[src/rtl/mips_pkg.sv]
// Shared encodings for the 16-bit simplified MIPS core: opcodes, ALU controls,
// multi-cycle controller states and datapath mux selects.
package mips_pkg;

  localparam logic [3:0] OP_ADD  = 4'd0;
  localparam logic [3:0] OP_SUB  = 4'd1;
  localparam logic [3:0] OP_AND  = 4'd2;
  localparam logic [3:0] OP_OR   = 4'd3;
  localparam logic [3:0] OP_SLT  = 4'd4;
  localparam logic [3:0] OP_ADDI = 4'd5;
  localparam logic [3:0] OP_LW   = 4'd6;
  localparam logic [3:0] OP_SW   = 4'd7;
  localparam logic [3:0] OP_BEQ  = 4'd8;
  localparam logic [3:0] OP_BNE  = 4'd9;

  localparam logic [3:0] ALU_AND = 4'b0000;
  localparam logic [3:0] ALU_OR  = 4'b0001;
  localparam logic [3:0] ALU_ADD = 4'b0010;
  localparam logic [3:0] ALU_SUB = 4'b0110;
  localparam logic [3:0] ALU_SLT = 4'b0111;

  localparam logic [1:0] SRCB_RD2    = 2'b00;
  localparam logic [1:0] SRCB_TWO    = 2'b01;
  localparam logic [1:0] SRCB_IMM    = 2'b10;
  localparam logic [1:0] SRCB_IMM_SH = 2'b11;

  localparam logic PC_SRC_ALU    = 1'b0;
  localparam logic PC_SRC_ALUOUT = 1'b1;

  localparam logic [15:0] HALT_INSTR = 16'hFFFF;

  typedef enum logic [2:0] {
    ST_FETCH  = 3'd0,
    ST_DECODE = 3'd1,
    ST_EXEC   = 3'd2,
    ST_MEM    = 3'd3,
    ST_WB_R   = 3'd4,
    ST_WB_M   = 3'd5,
    ST_HALT   = 3'd6,
    ST_FAULT  = 3'd7
  } state_e;

  function automatic logic is_legal_op(input logic [3:0] op);
    return op <= OP_BNE;
  endfunction

endpackage

[src/rtl/mem_wait_timer.sv]
// Watchdog for the shared memory port: counts consecutive stalled request
// cycles and flags the cycle in which the count would reach WAIT_LIMIT.
module mem_wait_timer #(
  parameter int unsigned WAIT_LIMIT = 15
) (
  input  logic clock,
  input  logic reset,
  input  logic busy,
  output logic expired
);

  logic [7:0] count_q, count_d;

  always_comb begin
    count_d = busy ? count_q + 8'd1 : 8'd0;
  end

  always_ff @(posedge clock or posedge reset) begin
    if (reset) count_q <= 8'd0;
    else       count_q <= count_d;
  end

  // Only asserted while still stalled, so a ready in the limit cycle wins.
  assign expired = busy && (count_d == 8'(WAIT_LIMIT));

endmodule

[src/rtl/multicycle_control.sv]
// Multi-cycle sequencing FSM: steps each instruction through fetch, decode,
// execute, memory and writeback over one shared, ready-handshaked memory port.
module multicycle_control
  import mips_pkg::*;
#(
  parameter int unsigned WAIT_LIMIT = 15
) (
  input  logic        clock,
  input  logic        reset,
  input  logic [15:0] instruction,
  input  logic        zero,
  input  logic        mem_ready,
  output logic        mem_req,
  output logic        mem_we,
  output logic        iord,
  output logic        ir_write,
  output logic        pc_write,
  output logic        pc_src,
  output logic        alu_src_a,
  output logic [1:0]  alu_src_b,
  output logic [3:0]  alu_control,
  output logic        reg_write,
  output logic        mem_to_reg,
  output logic        halted,
  output logic        fault,
  output logic [2:0]  state
);

  state_e     state_q, state_d;
  logic [3:0] opcode;
  logic       mem_access;
  logic       wait_expired;
  logic       taken;

  assign opcode     = instruction[15:12];
  assign mem_access = (state_q == ST_FETCH) || (state_q == ST_MEM);
  assign state      = state_q;

  // mem_access is decoded outside the main block so the watchdog feedback
  // into next-state logic does not form a combinational loop through mem_req.
  mem_wait_timer #(.WAIT_LIMIT(WAIT_LIMIT)) u_wait_timer (
    .clock   (clock),
    .reset   (reset),
    .busy    (mem_access && !mem_ready),
    .expired (wait_expired)
  );

  always_ff @(posedge clock or posedge reset) begin
    if (reset) state_q <= ST_FETCH;
    else       state_q <= state_d;
  end

  always_comb begin
    state_d     = state_q;
    mem_req     = mem_access;
    mem_we      = 1'b0;
    iord        = 1'b0;
    ir_write    = 1'b0;
    pc_write    = 1'b0;
    pc_src      = PC_SRC_ALU;
    alu_src_a   = 1'b0;
    alu_src_b   = SRCB_RD2;
    alu_control = ALU_AND;
    reg_write   = 1'b0;
    mem_to_reg  = 1'b0;
    halted      = (state_q == ST_HALT);
    fault       = (state_q == ST_FAULT);
    taken       = 1'b0;

    case (state_q)
      ST_FETCH: begin
        alu_src_b   = SRCB_TWO;
        alu_control = ALU_ADD;
        if (mem_ready) begin
          ir_write = 1'b1;
          pc_write = 1'b1;
          state_d  = ST_DECODE;
        end else if (wait_expired) begin
          state_d = ST_FAULT;
        end
      end
      ST_DECODE: begin
        alu_src_b   = SRCB_IMM_SH;
        alu_control = ALU_ADD;
        if (instruction == HALT_INSTR) state_d = ST_HALT;
        else if (!is_legal_op(opcode)) state_d = ST_FAULT;
        else                           state_d = ST_EXEC;
      end
      ST_EXEC: begin
        // Every execute form takes its first operand from RD1.
        alu_src_a = 1'b1;
        state_d   = ST_WB_R;
        case (opcode)
          OP_ADD:  alu_control = ALU_ADD;
          OP_SUB:  alu_control = ALU_SUB;
          OP_AND:  alu_control = ALU_AND;
          OP_OR:   alu_control = ALU_OR;
          OP_SLT:  alu_control = ALU_SLT;
          OP_ADDI: begin
            alu_src_b   = SRCB_IMM;
            alu_control = ALU_ADD;
          end
          OP_LW, OP_SW: begin
            alu_src_b   = SRCB_IMM;
            alu_control = ALU_ADD;
            state_d     = ST_MEM;
          end
          OP_BEQ, OP_BNE: begin
            alu_control = ALU_SUB;
            taken       = (opcode == OP_BEQ) ? zero : !zero;
            pc_write    = taken;
            pc_src      = taken ? PC_SRC_ALUOUT : PC_SRC_ALU;
            state_d     = ST_FETCH;
          end
          default: state_d = ST_FAULT;
        endcase
      end
      ST_MEM: begin
        iord   = 1'b1;
        mem_we = (opcode == OP_SW);
        if (mem_ready)         state_d = (opcode == OP_SW) ? ST_FETCH : ST_WB_M;
        else if (wait_expired) state_d = ST_FAULT;
      end
      ST_WB_R: begin
        reg_write = 1'b1;
        state_d   = ST_FETCH;
      end
      ST_WB_M: begin
        reg_write  = 1'b1;
        mem_to_reg = 1'b1;
        state_d    = ST_FETCH;
      end
      ST_HALT:  state_d = ST_HALT;
      ST_FAULT: state_d = ST_FAULT;
      default:  state_d = ST_FAULT;
    endcase
  end

endmodule

[config.mk]
export PLATFORM = sky130hd
export DESIGN_NAME = multicycle_control
export DESIGN_NICKNAME = d
export VERILOG_FILES = /design/src/rtl/mips_pkg.sv /design/src/rtl/mem_wait_timer.sv /design/src/rtl/multicycle_control.sv
export SDC_FILE = /design/constraint.sdc
export NUM_CORES = 1
export LEC_CHECK = 0
export BUFFER_PORTS_ARGS = -buffer_cell sky130_fd_sc_hd__buf_2
export CORE_ASPECT_RATIO = 1.5
export CORE_MARGIN = 2
export CORE_UTILIZATION = 40
export CTS_CLUSTER_SIZE = 12
export DETAILED_ROUTE_END_ITERATION = 8
export MAX_ROUTING_LAYER = met4
export PLACE_DENSITY = 0.7
export SLEW_MARGIN = 20
export SYNTH_ARGS = -nofsm -noshare
export SYNTH_HDL_FRONTEND = slang
export SYNTH_SLANG_ARGS = --single-unit
[constraint.sdc]
create_clock -name clock -period 1.9 [get_ports clock]
set_input_delay 0.285 -clock clock [delete_from_list [all_inputs] [get_ports clock]]
set_output_delay 0.285 -clock clock [all_outputs]
set_load 0.01 [all_outputs]
==> metrics.csv, run 1 <==
stage,metric,value,unit
die,initial_core_util,43.2,%
logic_synthesis,avgSynthCellArea,7.85,µm²
sta,hold_viol,0,
clock_tree,clk_latency,0.27,ns
die,die_w,42.5,µm
logic_synthesis,postSynthCellCount,113,
logic_synthesis,synthDistinctLibCells,39,
global_route,grt_overflow_total,0,
global_route,grt_pass1_vias,882,
route,viasPerCell,5.65,
clock_tree,clk_pin_slew_worst_paths,0.07,ns
clock_tree,cts_buffer_depth,2,
sta,fin_crit_sh,94.2,%
hold_path,hold_class,in2reg,
global_route,grt_usage,19.0,%
global_route,antenna_found_initial,0,
die,boundaryPins,40,
route,drt-initial-drc-count,19,
layout,fin_nets,175,
worst_setup_path,critPathKind,reg2out,
global_route,grt_max_degree,12,
logic_synthesis,yosysWarnings,0,
die,dieArea,2620,µm²
place,place_congestion,0.857,
sta,final-max-slew-violation-count,0,
layout,drive_above_1_share,35.3,%
sta,fmax,559,MHz
logic_synthesis,synth.cell_area,887,µm²
die,rows,20,
place,dp.cells,170,
power,peakVddDrop,0.000543,V
route,vias,988,
worst_setup_path,cp.required,1.62,ns
place,post-dp-hpwl,1.81,mm
clock_tree,cts.sinks,11,
die,die_h,61.7,µm
logic_synthesis,synth_seq_cells,11,
logic_synthesis,ys.flop_type,dfrtp_1,
logic_synthesis,yosysTopAreaCellShare,31.0,%
sta,clock_skew,0.00254,ns
layout,syn2layout_area_growth,28.8,%
clock_tree,cts_tree,done,
route,remaining_drc_errors,0,
clock_tree,root_buffer,clkbuf_4,
sta,setup_tns,0,ns
power,design_power_total,1.28,mW
power,power.density,1120,nW/µm²
route,wl_per_cell,12.8,µm
run_status,outcome,finished clean,
global_route,grt_pass1_wl,3.66,mm
sta,holdWs,0.344,ns
die,core_region_area,2050,µm²
logic_synthesis,synth_edf_count,0,
logic_synthesis,async_flop_share,100,%
layout,diodes,0,
power,p_leak,0.572,nW
worst_setup_path,critical_path_arrival,1.50,ns
clock_tree,numCtsBuffers,3,
logic_synthesis,synth.net_count,134,
worst_setup_path,worstPathMaxFanout,9,
clock_tree,cts_max_level,1,
sta,finalSetupViolations,0,
flow_run,max_cap_violations,0,
route,ant_nets,0,
route,wirelength,2.24,mm
sta,min_period,1.79,ns
logic_synthesis,yosysSeqAreaShare,31.0,%
worst_setup_path,endpoint_kind,output pin,
route,firstDrtPassIters,4,
logic_synthesis,synth.area.top_cells,"dfrtp_1 (31%), a21oi_1 (6.2%), nor2_1 (5.9%)",
layout,stdcell_count,175,
sta,grt_setup_unrepaired,no,
logic_synthesis,synth_area_leader_cell,dfrtp_1,
worst_setup_path,start_kind,register,
place,port_buffers,38,
==> metal layers <==
| layer | vias up | share of wire [%] | wire length (µm) | GRT usage [%] |
|---|---|---|---|---|
| li1 | 478 | - | - | - |
| met1 | 456 | 39 | 871 | 19.0 |
| met2 | 47 | 52 | 1170 | 35.8 |
| met3 | 7 | 5.9 | 133 | 1.76 |
| met4 | 0 | 2.9 | 64 | 11.2 |
| met5 | - | 0 | 0 | - |
==> logic make-up (layout without fill, tap and decap cells) <==
group           count (synthesis)  after routing  share of synthesized area [%]
compound gates                 28             28                           20.2
xor+xnor                        6              6                           6.77
fa+ha+maj                       2              2                           2.54
buf+inv                        14             54                           6.77
flops                          11             11                           31.0
mux                             1              1                           1.13
other cells                     1              1                          0.423
simple gates                   50             50                           31.2
==> worst paths after layout <==
kind	start	endpoint	slack, ns	cells after the start
max in group asynchronous	reset	state[0]	1.04	3
min	mem_ready	state[0]	0.34	3
max reg2reg	u_wait_timer.count_q[0]	state[1]	0.19	6
min reg2reg	u_wait_timer.count_q[0]	u_wait_timer.count_q[0]	0.57	1
max	state[0]	pc_write	0.11	5
min in group asynchronous	reset	state[2]	0.54	3
==> stage by stage <==
stage	cell area (µm²)	setup WS [ns]	utilization, %
3_5_place_dp	1100	0.147	53.8
2_1_floorplan	887	0.226	-
6_report	1140	0.110	55.7
4_1_cts	1140	0.0142	55.6
3_3_place_gp	1100	0.252	53.8
5_1_grt	1140	0.00998	55.7
==> final cells by class <==
cell class              count  area (µm²)
clock buffers               4        26.3
fillers                   215         910
inverters                   6        22.5
multi-input cells          88         552
flip-flops and latches     11         277
well taps                  22        27.5
repair buffers             44         238
==> registers in the layout, summed over array words and instances (netlist names) <==
signal                cells
state                     3
u_wait_timer.count_q      8
==> cells in the mapped netlist, drive strengths merged (2+ instances only) <==
cell type / count
nor2: 14
a21oi: 11
dfrtp: 11
nand2: 8
o21ai: 7
inv: 6
clkbuf: 5
nand4: 5
and3: 4
nand3: 4
nor3: 4
xor2: 4
buf: 3
or3: 3
a211oi: 2
a21o: 2
nor4b: 2
o2111ai: 2
xnor2: 2
==> where the power goes <==
| group | internal, mW | switching [mW] | leakage, nW |
|---|---|---|---|
| combinational | 0.329 | 0.421 | 0.410 |
| sequential | 0.282 | 0.0872 | 0.147 |
| clock | 0.0814 | 0.0791 | 0.0150 |
| total | 0.692 | 0.588 | 0.572 |
==> cells in the final DEF (no fill, tap or decap), drive strengths merged <==
cell type and n:
dlygate4sd3 1, nand4 5, and2 1, nand2b 1, o211ai 1, nor3 4, o21bai 1, a41oi 1
ha 1, xor2 4, o2111ai 2, or3b 1, or3 3, conb 1, clkbuf 4, nand3 4
buf 43, o31ai 1, a211oi 2, o21ai 7, mux2i 1, maj3 1, nor2b 1, nor4 1
dfrtp 11, nor2 14, and3 4, a21oi 11, a21o 2, or2 1, xnor2 2, nor4b 2
inv 6, nand2 8
==> worst max-delay path: stages, from the launching register on <==
cell and delay (ns):
dfrtp_2 0.48, nor2_1 0.11, nand2_1 0.12, nor3_1 0.26, or2_2 0.15, buf_2 0.11
==> what timing repair did <==
action                     CTS  global route
setup buffers                0             0
hold endpoints to repair    11             0
hold buffers                 1             0
setup endpoints to repair    0             1
resized for setup            0             1
Note: power is estimated with default switching activity, not from simulation.
==> inputs of run 2 (changes only) <==
--- a/config.mk
+++ b/config.mk
@@ -13,6 +13,7 @@
 export DETAILED_ROUTE_END_ITERATION = 8
 export MAX_ROUTING_LAYER = met4
 export PLACE_DENSITY = 0.7
+export RECOVER_POWER = 50
 export SLEW_MARGIN = 20
 export SYNTH_ARGS = -nofsm -noshare
 export SYNTH_HDL_FRONTEND = slang
==> metrics.csv, run 2 (synthesis gave the netlist of run 1 again) <==
stage,metric,value,unit,change
place,place_congestion,0.857,,unchanged
layout,stdcell_count,175,,unchanged
sta,grt_setup_unrepaired,no,,
route,viasPerCell,5.65,,unchanged
global_route,grt_usage,19.0,%,unchanged
clock_tree,clk_latency,0.27,ns,about the same
global_route,antenna_found_initial,0,,unchanged
die,rows,20,,unchanged
route,drt-initial-drc-count,16,,-3
worst_setup_path,cp.required,1.62,ns,about the same
die,dieArea,2620,µm²,unchanged
route,firstDrtPassIters,4,,unchanged
route,remaining_drc_errors,0,,unchanged
layout,diodes,0,,unchanged
sta,fin_ws,0.128,ns,+0.0178 ns
place,dp.cells,170,,unchanged
hold_path,hold_class,in2reg,,
clock_tree,cts_max_level,1,,unchanged
layout,layout_common_cells,"buf_2 (37), nor2_1 (14), a21oi_1 (11), dfrtp_1 (10), nand2_1 (8)",,
sta,hold_viol,0,,unchanged
die,die_w,42.5,µm,unchanged
layout,regMostFlops,u_wait_timer.count_q,,
sta,clock_skew,0.00224,ns,-0.000300 ns
global_route,grt_pass1_vias,882,,unchanged
clock_tree,numCtsBuffers,3,,unchanged
hold_path,min_from,mem_ready,,
layout,design_area,1130,µm²,-1.4%
layout,fin_nets,175,,unchanged
worst_setup_path,critPathLaunch,state[2],,
sta,fmax,564,MHz,+1.0%
layout,syn2layout_area_growth,26.9,%,
clock_tree,cts_tree,done,,
place,place_area,1100,µm²,unchanged
place,port_buffers,38,,unchanged
worst_setup_path,r2r_start,u_wait_timer.count_q[0],,
route,ant_nets,0,,unchanged
worst_setup_path,worstPathMaxFanout,6,,-3
layout,drive_above_1_share,32.7,%,-2.6 points
sta,final-max-slew-violation-count,0,,unchanged
clock_tree,cts.sinks,11,,unchanged
route,wl_per_cell,12.8,µm,unchanged
worst_setup_path,endpoint_kind,output pin,,
worst_setup_path,critPathKind,reg2out,,
global_route,grt_max_degree,12,,unchanged
layout,final_common_cell,buf_2,,
place,post-dp-hpwl,1.81,mm,unchanged
sta,fin_crit_sh,93.3,%,-0.94 points
layout,utilization,54.9,%,-0.79 points
run_status,outcome,finished clean,,
power,p_leak,0.558,nW,-2.6%
layout,largest_register_ffs,8,,unchanged
sta,finalSetupViolations,0,,unchanged
clock_tree,cts_buffer_depth,2,,unchanged
die,boundaryPins,40,,unchanged
sta,min_period,1.77,ns,-0.0178 ns
sta,setup_tns,0,ns,unchanged
clock_tree,root_buffer,clkbuf_4,,
worst_setup_path,start_kind,register,,
power,power.density,1100,nW/µm²,-1.4%
global_route,grt_pass1_wl,3.66,mm,unchanged
route,wirelength,2.24,mm,unchanged
power,peakVddDrop,0.000540,V,-0.60%
flow_run,max_cap_violations,0,,unchanged
worst_setup_path,critical_path_arrival,1.49,ns,about the same
place,place_ws,0.147,ns,unchanged
die,core_region_area,2050,µm²,unchanged
die,die_h,61.7,µm,unchanged
route,vias,988,,unchanged
global_route,grt_overflow_total,0,,unchanged
clock_tree,clk_pin_slew_worst_paths,0.07,ns,about the same
die,initial_core_util,43.2,%,unchanged
[run 2: cell count changes in the layout (fill, tap and decap cells not counted), sizes merged]
cell,delta
buf,-3
clkbuf,+3
[run 2: repair_timing]
item                                    4_1_cts  5_1_grt
gates resized for setup                       0        1
hold buffers                                  1        0
buffers inserted                              0        0
endpoints found under the setup margin        0        1
endpoints found under the hold margin        11        0
[run 2: power by group]
group          switching [mW]  internal (mW)  leakage (nW)
Sequential             0.0801          0.282         0.147
Clock                  0.0784         0.0814        0.0150
Combinational           0.423          0.299         0.395
[run 2: per-stage QoR]
step                hold slack (ns)  total power, mW
detailed placement            0.298             1.12
global route                  0.369             1.35
CTS                           0.335             1.28
finish                        0.349             1.24
floorplan                     0.137            0.831
global placement              0.295             1.11
[run 2: path summary, 6_finish.rpt]
| check | to | slack, ns | depth (start not counted) |
|---|---|---|---|
| max in group asynchronous | state[0] | 1.04 | 3 |
| max | pc_write | 0.13 | 5 |
| min | state[0] | 0.35 | 3 |
| min reg2reg | u_wait_timer.count_q[0] | 0.58 | 1 |
| min in group asynchronous | state[2] | 0.54 | 3 |
| max reg2reg | state[1] | 0.18 | 6 |
[run 2: critical path, cell delays in order, from the launching register on]
cell and delay (ns):
dfrtp_1 0.45, nor2_1 0.13, nand2_1 0.12, nor3_1 0.26, or2_2 0.15, buf_2 0.11
[run 2: layout make-up]
| cell class | instances | area [µm²] |
|---|---|---|
| clock buffers | 4 | 26.3 |
| fillers | 220 | 926 |
| inverters | 6 | 22.5 |
| multi-input cells | 88 | 544 |
| flip-flops and latches | 11 | 277 |
| well taps | 22 | 27.5 |
| repair buffers | 44 | 229 |
[run 2: metal layers]
metal / wire, µm / track usage [%] / share of wire (%)
met5: 0 / - / 0
met4: 64 / 11.2 / 2.9
met3: 145 / 1.76 / 6.5
met2: 1170 / 35.8 / 52
met1: 860 / 19.0 / 38
==> inputs of run 3 (changes only) <==
--- a/config.mk
+++ b/config.mk
@@ -6,13 +6,15 @@
 export NUM_CORES = 1
 export LEC_CHECK = 0
 export BUFFER_PORTS_ARGS = -buffer_cell sky130_fd_sc_hd__buf_2
+export CELL_PAD_IN_SITES_DETAIL_PLACEMENT = 0
+export CELL_PAD_IN_SITES_GLOBAL_PLACEMENT = 2
 export CORE_ASPECT_RATIO = 1.5
 export CORE_MARGIN = 2
-export CORE_UTILIZATION = 40
+export CORE_UTILIZATION = 24
 export CTS_CLUSTER_SIZE = 12
 export DETAILED_ROUTE_END_ITERATION = 8
 export MAX_ROUTING_LAYER = met4
-export PLACE_DENSITY = 0.7
+export PLACE_DENSITY_LB_ADDON = 0.1
 export RECOVER_POWER = 50
 export SLEW_MARGIN = 20
 export SYNTH_ARGS = -nofsm -noshare
==> metrics.csv, run 3 (synthesis gave the netlist of run 1 again) <==
stage,metric,value,unit,change
worst_setup_path,critPathKind,reg2out,,
power,peakVddDrop,0.000503,V,-6.8%
clock_tree,cts.sinks,11,,unchanged
die,core_region_area,3610,µm²,+76%
route,firstDrtPassIters,6,,+2
run_status,outcome,finished clean,,
die,die_h,78.5,µm,+27%
layout,drive_above_1_share,35.3,%,+2.6 points
clock_tree,ctsHoldBuffers,0,,-1
clock_tree,cts_tree,done,,
route,viasPerCell,4.92,,-13%
hold_path,hold_class,in2async,,
clock_tree,clk_pin_slew_worst_paths,0.05,ns,-0.02 ns
die,rows,27,,+35%
layout,layout_common_cells,"buf_2 (38), nor2_1 (14), a21oi_1 (11), dfrtp_1 (10), nand2_1 (8)",,
global_route,antenna_found_initial,0,,unchanged
die,initial_core_util,24.5,%,-19 points
sta,fin_crit_sh,92.3,%,-0.99 points
sta,hold_viol,0,,unchanged
sta,clock_skew,0.000925,ns,-0.00131 ns
place,place_congestion,0.688,,-20%
worst_setup_path,reg2regPathDepth,5,,-1
layout,regMostFlops,u_wait_timer.count_q,,
sta,finalSetupViolations,0,,unchanged
die,die_w,53.6,µm,+26%
global_route,grt_usage,14.2,%,-4.8 points
power,power.density,1150,nW/µm²,+4.3%
sta,min_period,1.75,ns,-0.0189 ns
sta,holdWs,0.0345,ns,-0.314 ns
global_route,grt_overflow_total,0,,unchanged
place,post-dp-hpwl,2.22,mm,+23%
global_route,grt_pass1_vias,946,,+7.3%
sta,grt_setup_unrepaired,no,,
layout,final_common_cell,buf_2,,
global_route,grt_pass1_wl,4.37,mm,+19%
route,vias,964,,-2.4%
layout,diodes,0,,unchanged
sta,setup_tns,0,ns,unchanged
die,boundaryPins,40,,unchanged
route,wl_per_cell,13.8,µm,+7.9%
power,p_leak,0.573,nW,+2.7%
route,remaining_drc_errors,0,,unchanged
clock_tree,post_cts_resized,0,,unchanged
place,port_buffers,38,,unchanged
global_route,grt_max_degree,12,,unchanged
worst_setup_path,critical_path_arrival,1.47,ns,-0.02 ns
flow_run,max_cap_violations,0,,unchanged
clock_tree,clk_latency,0.23,ns,-0.04 ns
worst_setup_path,start_kind,register,,
layout,syn2layout_area_growth,32.9,%,
route,ant_nets,0,,unchanged
clock_tree,root_buffer,clkbuf_8,,
sta,fmax,570,MHz,+1.1%
clock_tree,numCtsBuffers,3,,unchanged
worst_setup_path,worstPathMaxFanout,8,,+2
worst_setup_path,endpoint_kind,output pin,,
route,drt-initial-drc-count,18,,+2
worst_setup_path,cp.required,1.62,ns,about the same
layout,fin_nets,175,,unchanged
route,wirelength,2.71,mm,+21%
die,dieArea,4210,µm²,+61%
clock_tree,post-cts-setup-buffers,0,,unchanged
clock_tree,cts_buffer_depth,2,,unchanged
layout,largest_register_ffs,8,,unchanged
clock_tree,cts_max_level,1,,unchanged
sta,final-max-slew-violation-count,0,,unchanged
-- run 3: changes by cell type in the layout (fill, tap and decap cells not counted), sizes merged --
cell,change
buf,+3
dlygate4sd3,-1
clkbuf,-2
-- run 3: per-layer routing --
layer  part of all wire (%)  vias up  wire length (µm)  GRT usage, %
met1                     39      457              1070          14.9
met3                    2.3        5                62          1.14
met2                     56       21              1530          25.8
met5                      0        -                 0             -
met4                    1.9        0                51          6.15
li1                       -      481                 -             -
-- run 3: critical path, stage by stage (launching register included) --
cell	delay, ns
dfrtp_1	0.47
nor2_1	0.07
nand2_1	0.18
nor3_2	0.08
or2_2	0.29
buf_2	0.14
-- run 3: through the flow --
step	worst slack [ns]	cells	utilization, %	area [µm²]	power, mW
floorplan	0.226	113	-	887	0.831
global placement	0.259	192	31.5	1140	1.18
finish	0.147	196	32.6	1180	1.36
CTS	0.0525	196	32.7	1180	1.41
global route	0.0152	196	32.6	1180	1.49
detailed placement	0.246	192	31.5	1140	1.17
-- run 3: report_power, final --
part / internal (mW) / switching (mW) / total, mW
clock network: 0.147 / 0.0825 / 0.229
logic: 0.332 / 0.436 / 0.768
registers: 0.283 / 0.0765 / 0.360
total: 0.762 / 0.595 / 1.36
-- run 3: layout make-up --
class	instances	area (µm²)
multi-input combinational	88	549
fill	416	2440
sequential	11	277
clock buffer	4	45.0
timing repair buffer	44	231
tap	43	53.8
inverter	6	22.5
-- run 3: worst paths after layout --
check	start	to	slack (ns)
worst max-delay path	state[0]	pc_write	0.15
worst min-delay path	reset	u_wait_timer.count_q[1]	0.03
worst max register to register	state[0]	state[1]	0.21
worst min register to register	u_wait_timer.count_q[0]	u_wait_timer.count_q[0]	0.57
max in group asynchronous	reset	state[2]	1.54
min in group clock	mem_ready	state[0]	0.43
